[src/rtl/multicycle_ctrl_fsm.sv]
// Control sequencer for the multi-cycle CPU: steps datapath through
// FETCH/DECODE/EXEC/MEM/WB with a bounded memory-ready wait.
module multicycle_ctrl_fsm #(
  parameter int unsigned WAIT_LIMIT = 15,
  parameter int unsigned CNT_W      = 4
) (
  input  logic       clk_i,
  input  logic       rst_i,
  input  logic [5:0] instr_op_i,
  input  logic [5:0] funct_i,
  input  logic       zero_i,
  input  logic       mem_ready_i,
  output logic       pc_write_o,
  output logic       ir_write_o,
  output logic       mem_read_o,
  output logic       mem_write_o,
  output logic       iord_o,
  output logic       reg_write_o,
  output logic       reg_dst_o,
  output logic       mem_to_reg_o,
  output logic       alu_src_a_o,
  output logic [1:0] alu_src_b_o,
  output logic [1:0] alu_op_o,
  output logic [1:0] pc_src_o,
  output logic [3:0] state_o,
  output logic       instr_done_o,
  output logic       illegal_o,
  output logic       mem_err_o
);

  typedef enum logic [3:0] {
    FETCH    = 4'd0,
    DECODE   = 4'd1,
    MEM_ADDR = 4'd2,
    MEM_RD   = 4'd3,
    MEM_WB   = 4'd4,
    MEM_WR   = 4'd5,
    EXEC_R   = 4'd6,
    WB_R     = 4'd7,
    EXEC_I   = 4'd8,
    WB_I     = 4'd9,
    BRANCH   = 4'd10,
    JUMP     = 4'd11
  } state_t;

  localparam logic [5:0] OP_R    = 6'b000000;
  localparam logic [5:0] OP_LW   = 6'b100011;
  localparam logic [5:0] OP_SW   = 6'b101011;
  localparam logic [5:0] OP_ADDI = 6'b001000;
  localparam logic [5:0] OP_SLTI = 6'b001010;
  localparam logic [5:0] OP_BEQ  = 6'b000100;
  localparam logic [5:0] OP_BNE  = 6'b000101;
  localparam logic [5:0] OP_J    = 6'b000010;

  localparam logic [CNT_W-1:0] LIMIT = CNT_W'(WAIT_LIMIT);

  state_t           state;
  logic [CNT_W-1:0] wait_cnt;
  logic             stall;
  logic             timeout;
  logic             unused_funct;

  // funct decoding lives in the ALU control block
  assign unused_funct = ^funct_i;

  assign stall   = (state == FETCH || state == MEM_RD || state == MEM_WR) && !mem_ready_i;
  assign timeout = stall && (wait_cnt == LIMIT);

  always_ff @(posedge clk_i) begin
    if (rst_i) begin
      state    <= FETCH;
      wait_cnt <= '0;
    end else begin
      // counter only survives while stalling in the same wait state
      wait_cnt <= (stall && !timeout) ? wait_cnt + CNT_W'(1) : '0;
      case (state)
        FETCH:    if (mem_ready_i) state <= DECODE;
        DECODE: begin
          case (instr_op_i)
            OP_R:            state <= EXEC_R;
            OP_LW, OP_SW:    state <= MEM_ADDR;
            OP_ADDI, OP_SLTI: state <= EXEC_I;
            OP_BEQ, OP_BNE:  state <= BRANCH;
            OP_J:            state <= JUMP;
            default:         state <= FETCH;
          endcase
        end
        MEM_ADDR: state <= (instr_op_i == OP_LW) ? MEM_RD : MEM_WR;
        MEM_RD: begin
          if (mem_ready_i)  state <= MEM_WB;
          else if (timeout) state <= FETCH;
        end
        MEM_WR:   if (mem_ready_i || timeout) state <= FETCH;
        EXEC_R:   state <= WB_R;
        EXEC_I:   state <= WB_I;
        default:  state <= FETCH;
      endcase
    end
  end

  always_comb begin
    pc_write_o   = 1'b0;
    ir_write_o   = 1'b0;
    mem_read_o   = 1'b0;
    mem_write_o  = 1'b0;
    iord_o       = 1'b0;
    reg_write_o  = 1'b0;
    reg_dst_o    = 1'b0;
    mem_to_reg_o = 1'b0;
    alu_src_a_o  = 1'b0;
    alu_src_b_o  = 2'b00;
    alu_op_o     = 2'b00;
    pc_src_o     = 2'b00;
    instr_done_o = 1'b0;
    illegal_o    = 1'b0;
    mem_err_o    = 1'b0;
    state_o      = rst_i ? 4'd0 : state;
    if (!rst_i) begin
      mem_err_o = timeout;
      case (state)
        FETCH: begin
          mem_read_o  = 1'b1;
          alu_src_b_o = 2'b01;
          ir_write_o  = mem_ready_i;
          pc_write_o  = mem_ready_i;
        end
        DECODE: begin
          alu_src_b_o = 2'b11;
          if (!(instr_op_i inside {OP_R, OP_LW, OP_SW, OP_ADDI, OP_SLTI,
                                   OP_BEQ, OP_BNE, OP_J})) begin
            illegal_o    = 1'b1;
            instr_done_o = 1'b1;
          end
        end
        MEM_ADDR: begin
          alu_src_a_o = 1'b1;
          alu_src_b_o = 2'b10;
        end
        MEM_RD: begin
          mem_read_o = 1'b1;
          iord_o     = 1'b1;
        end
        MEM_WB: begin
          reg_write_o  = 1'b1;
          mem_to_reg_o = 1'b1;
          instr_done_o = 1'b1;
        end
        MEM_WR: begin
          mem_write_o  = 1'b1;
          iord_o       = 1'b1;
          instr_done_o = mem_ready_i;
        end
        EXEC_R: begin
          alu_src_a_o = 1'b1;
          alu_op_o    = 2'b10;
        end
        WB_R: begin
          reg_write_o  = 1'b1;
          reg_dst_o    = 1'b1;
          instr_done_o = 1'b1;
        end
        EXEC_I: begin
          alu_src_a_o = 1'b1;
          alu_src_b_o = 2'b10;
          alu_op_o    = (instr_op_i == OP_SLTI) ? 2'b11 : 2'b00;
        end
        WB_I: begin
          reg_write_o  = 1'b1;
          instr_done_o = 1'b1;
        end
        BRANCH: begin
          alu_src_a_o  = 1'b1;
          alu_op_o     = 2'b01;
          pc_src_o     = 2'b01;
          pc_write_o   = (instr_op_i == OP_BEQ) ? zero_i : !zero_i;
          instr_done_o = 1'b1;
        end
        JUMP: begin
          pc_src_o     = 2'b10;
          pc_write_o   = 1'b1;
          instr_done_o = 1'b1;
        end
        default: ;
      endcase
    end
  end

endmodule
[config.mk]
export PLATFORM = sky130hd
export DESIGN_NAME = multicycle_ctrl_fsm
export DESIGN_NICKNAME = d
export VERILOG_FILES = /design/src/rtl/multicycle_ctrl_fsm.sv
export SDC_FILE = /design/constraint.sdc
export NUM_CORES = 1
export LEC_CHECK = 0
export CAP_MARGIN = 20
export CORE_MARGIN = 4
export CORE_UTILIZATION = 40
export DETAILED_ROUTE_END_ITERATION = 8
export DONT_BUFFER_PORTS = 1
export PLACE_DENSITY = 0.63
export RECOVER_POWER = 50
export SLEW_MARGIN = 10
export SYNTH_ARGS = -nofsm -noshare
export SYNTH_HDL_FRONTEND = slang
export SYNTH_SLANG_ARGS = --single-unit
[constraint.sdc]
create_clock -name clk_i -period 1.6 [get_ports clk_i]
set_clock_uncertainty 0.05 [all_clocks]
set_input_delay 0.4 -clock clk_i [delete_from_list [all_inputs] [get_ports clk_i]]
set_output_delay 0.4 -clock clk_i [all_outputs]
set_load 0.02 [all_outputs]
==> results.md <==
* Largest net degree at the start of global routing at 19
* Clock Pin Slew Worst Setup and Hold Paths at 50 ps
* Startpoint Class: flip-flop
* RSZ-0062 raised after global routing: true
* Drt total wl at 4.71 mm
* Synth-to-Final Area Change at 119%
* Leak at 0.000746 µW
* Ant. Diodes at 0
* Mapped Avg Cell Area at 6.62 µm²
* Data required time at the worst endpoint at 1150 ps
* Synthesized cell area at 841 µm²
* DR DRC count at 0
* Chip height at 53.8 µm
* WL/cell at 22.0 µm
* CP endpoint kind: primary output
* Worst Reg-to-Reg Cells at 8
* Hold slack at 159 ps
* Design Power at 1740 µW
* Switching part of the total power at 44.9%
* Period minus WS final at 1930 ps
* RD Place Congestion at 0.815
* Worst min path class: input pin to flip-flop
* Core area at 1980 µm²
* Clk_lat worst skew at 250 ps
* Layout cells sized above 1 at 65.8%
* Post-Place Cells at 189
* Full die area at 2900 µm²
* Combinational share of power at 74.1%
* Fillers at 67
* Terminus of the critical flop-to-flop path: state[2]$_SDFFE_PP0P_
* Worst slew margin at 77.6%
* Period utilization at 120%
* Setup violators final at 22
* Final Hold Vio Count at 0
* Failing checks: setup timing
* Slew Viols, Final at 0
* Remaining antenna violation count at 0
* Status: finished with violations
* Max Freq at 519 MHz
* Peak supply drop at 632 µV
* Buffers on Ports at 0
* Row cnt at 16
* Delay-heaviest family, CP: flip-flops
* Worst path cell trace: buf_6 > nor2_1 > nand2_1 > a31oi_4 > o21bai_4
* Register Area at 175 µm²
* Setup WS post-layout at -326 ps
* Maximum buffer depth of the clock tree at 2
* Slowest cell on the critical path: dfxtp_4
* Detailed-route vias per instance at 6.18
* CTS tree: done
* Worst R2R Setup Slack at -160 ps
* Worst path bufs/invs at 1
* Register bit total from synthesis at 8
* Mapped Nets at 144
* Clock power share at 8.9%
* Largest stage delay, worst path at 370 ps
* Initial antenna violation count at 0
* Total CTS buffers at 3
* Overflow after GRT at 0
* Synth Warn # at 0
* Total track usage at 27.6%
* First-pass GRT wire length at 5.89 mm
* Clk sinks at 8
* CP Depth at 5
* Fin nets at 206
* Pre-antenna DRT Iters at 4
* Switching power at 781 µW
* Initial Utilization at 42.4%
* Crit path DAT at 1480 ps
* Footprint of the multi-input gates at 990 µm²
* Dpl hpwl at 2.15 mm
* Sequential power share at 16.9%
* Vias in the first global route at 1354
* Cell-internal power at 959 µW
* Clock tree root driver cell: clkbuf_4
* Hold-fix buffers, CTS at 0
* CTS H-tree depth at 1
* Post-Syn Instances at 127
* Finished Layout Cells at 214
* Critical path type: flip-flop to primary output
* Post-synth cell types at 39
* Die boundary width at 53.8 µm
* CP Max Fanout at 5
* Worst r2r src: state[0]$_SDFFE_PP0P_
* Via count at 1323
* Setup WS pre-CTS at -256 ps
* Post-synthesis sequential area ratio at 19.0%
* Setup TNS Final at -3800 ps
* Max Cap Viol at 0
* Worst-margin pin slew at 333 ps
* Io pins at 38
* Worst Setup EP: instr_done_o
* Pwr Density at 945 nW/µm²
* Crit. Startpoint: state[1]$_SDFFE_PP0P_
* First DRT Iteration DRCs at 58
[cell type report]
cell class,instances,area share (%)
Sequential cell,8,9.52
Clock buffer,3,1.22
Multi-Input combinational cell,106,53.8
Timing Repair Buffer,67,33.0
Tap cell,27,1.84
Inverter,3,0.612
[how the worst min path moves through the flow]
stage               depth (start not counted)  slack (ps)                     end                    from
floorplan                                   1         370  wait_cnt[0]$_SDFF_PP0_  wait_cnt[0]$_SDFF_PP0_
global placement                            1         380  wait_cnt[0]$_SDFF_PP0_  wait_cnt[0]$_SDFF_PP0_
detailed placement                          1         400  wait_cnt[0]$_SDFF_PP0_  wait_cnt[0]$_SDFF_PP0_
CTS                                         1         160   state[0]$_SDFFE_PP0P_                   rst_i
global route                                1         150   state[0]$_SDFFE_PP0P_                   rst_i
finish                                      1         160   state[0]$_SDFFE_PP0P_                   rst_i
[Yosys cell counts, drive strengths merged]
library cell / instances / share of area, %
o2111a: 1 / 1.3
a31oi: 3 / 2.2
and3: 3 / 2.2
nor4: 4 / 3.7
buf: 5 / 3.3
nand2b: 3 / 2.2
a2111oi: 1 / 1.2
nand4: 2 / 1.5
dfxtp: 8 / 19
ha: 1 / 1.5
a21boi: 1 / 0.89
a22o: 1 / 1.0
mux2i: 1 / 1.2
nand3: 8 / 4.8
clkbuf: 5 / 2.2
o21bai: 1 / 0.89
nor2: 22 / 9.8
xnor2: 1 / 1.0
and4b: 1 / 1.2
nand2: 12 / 5.4
nand3b: 2 / 1.8
or2b: 1 / 0.89
nor2b: 5 / 3.7
nor3b: 4 / 3.6
a21oi: 1 / 0.59
nor3: 10 / 6.0
a21o: 1 / 0.89
inv: 3 / 1.3
mux2: 1 / 1.3
a221oi: 1 / 1.0
nand4b: 2 / 2.1
a311oi: 1 / 1.0
a32oi: 1 / 1.0
o22ai: 2 / 1.5
xor2: 4 / 4.2
o21ai: 4 / 2.4
[sequential cells by signal, indices dropped and copies added, names as in the netlist]
name      flops
state         4
wait_cnt      4
[power by group through the flow]
| stage | Combinational, µW | Clock, µW | Sequential (µW) |
|---|---|---|---|
| 5_1_grt | 1340 | 171 | 294 |
| 3_5_place_dp | 718 | 0 | 282 |
| 2_1_floorplan | 478 | 0 | 240 |
| 6_report | 1290 | 156 | 294 |
| 3_3_place_gp | 699 | 0 | 280 |
| 4_1_cts | 1010 | 151 | 282 |
[cell usage in the layout (no fill, tap or decap), types with 2 or more instances in the layout]
cell type,n
buf_4,40
buf_6,26
nor2_1,14
nand2_1,9
nor2_4,8
nand3_1,7
nor3_4,5
nor2b_4,4
nor3_2,4
dfxtp_4,4
dfxtp_1,4
and3_4,3
nand2b_1,3
clkbuf_4,3
nor4_4,2
inv_1,2
nand3b_1,2
o21ai_2,2
nand2_2,2
a31oi_4,2
o21ai_1,2
nand4b_1,2
xor2_1,2
nor3b_1,2
nand4_1,2
[cell families after synthesis]
group / synth area share [%]
buffers and inverters: 6.85
muxes: 2.53
AOI/OAI and AO/OA: 16.1
adders and majority gates: 1.49
and+or+nand+nor: 48.8
DFF: 19.0
xor gates and xnor gates: 5.21
[routing by layer]
layer  GRT usage (%)  vias to the layer above  part of all wire, %  wire length [µm]
li1                -                      581                    -                 -
met4            14.5                        0                  5.8               274
met1            30.0                      629                   35              1630
met5               0                        -                    0                 0
met3            5.54                       30                  6.7               316
met2            49.8                       83                   53              2490
[metrics by stage]
step | util [%] | area, µm²
floorplan | - | 950
global placement | 64.0 | 1270
detailed placement | 64.0 | 1270
CTS | 83.6 | 1660
global route | 92.9 | 1840
finish | 92.9 | 1840
[what timing repair did]
item                       4_1_cts  5_1_grt
setup endpoints to repair       25       25
setup buffers                   16        9
pin swaps                       11       12
gates resized for setup         67       30
No activity file was read; power rests on OpenSTA's default activity.
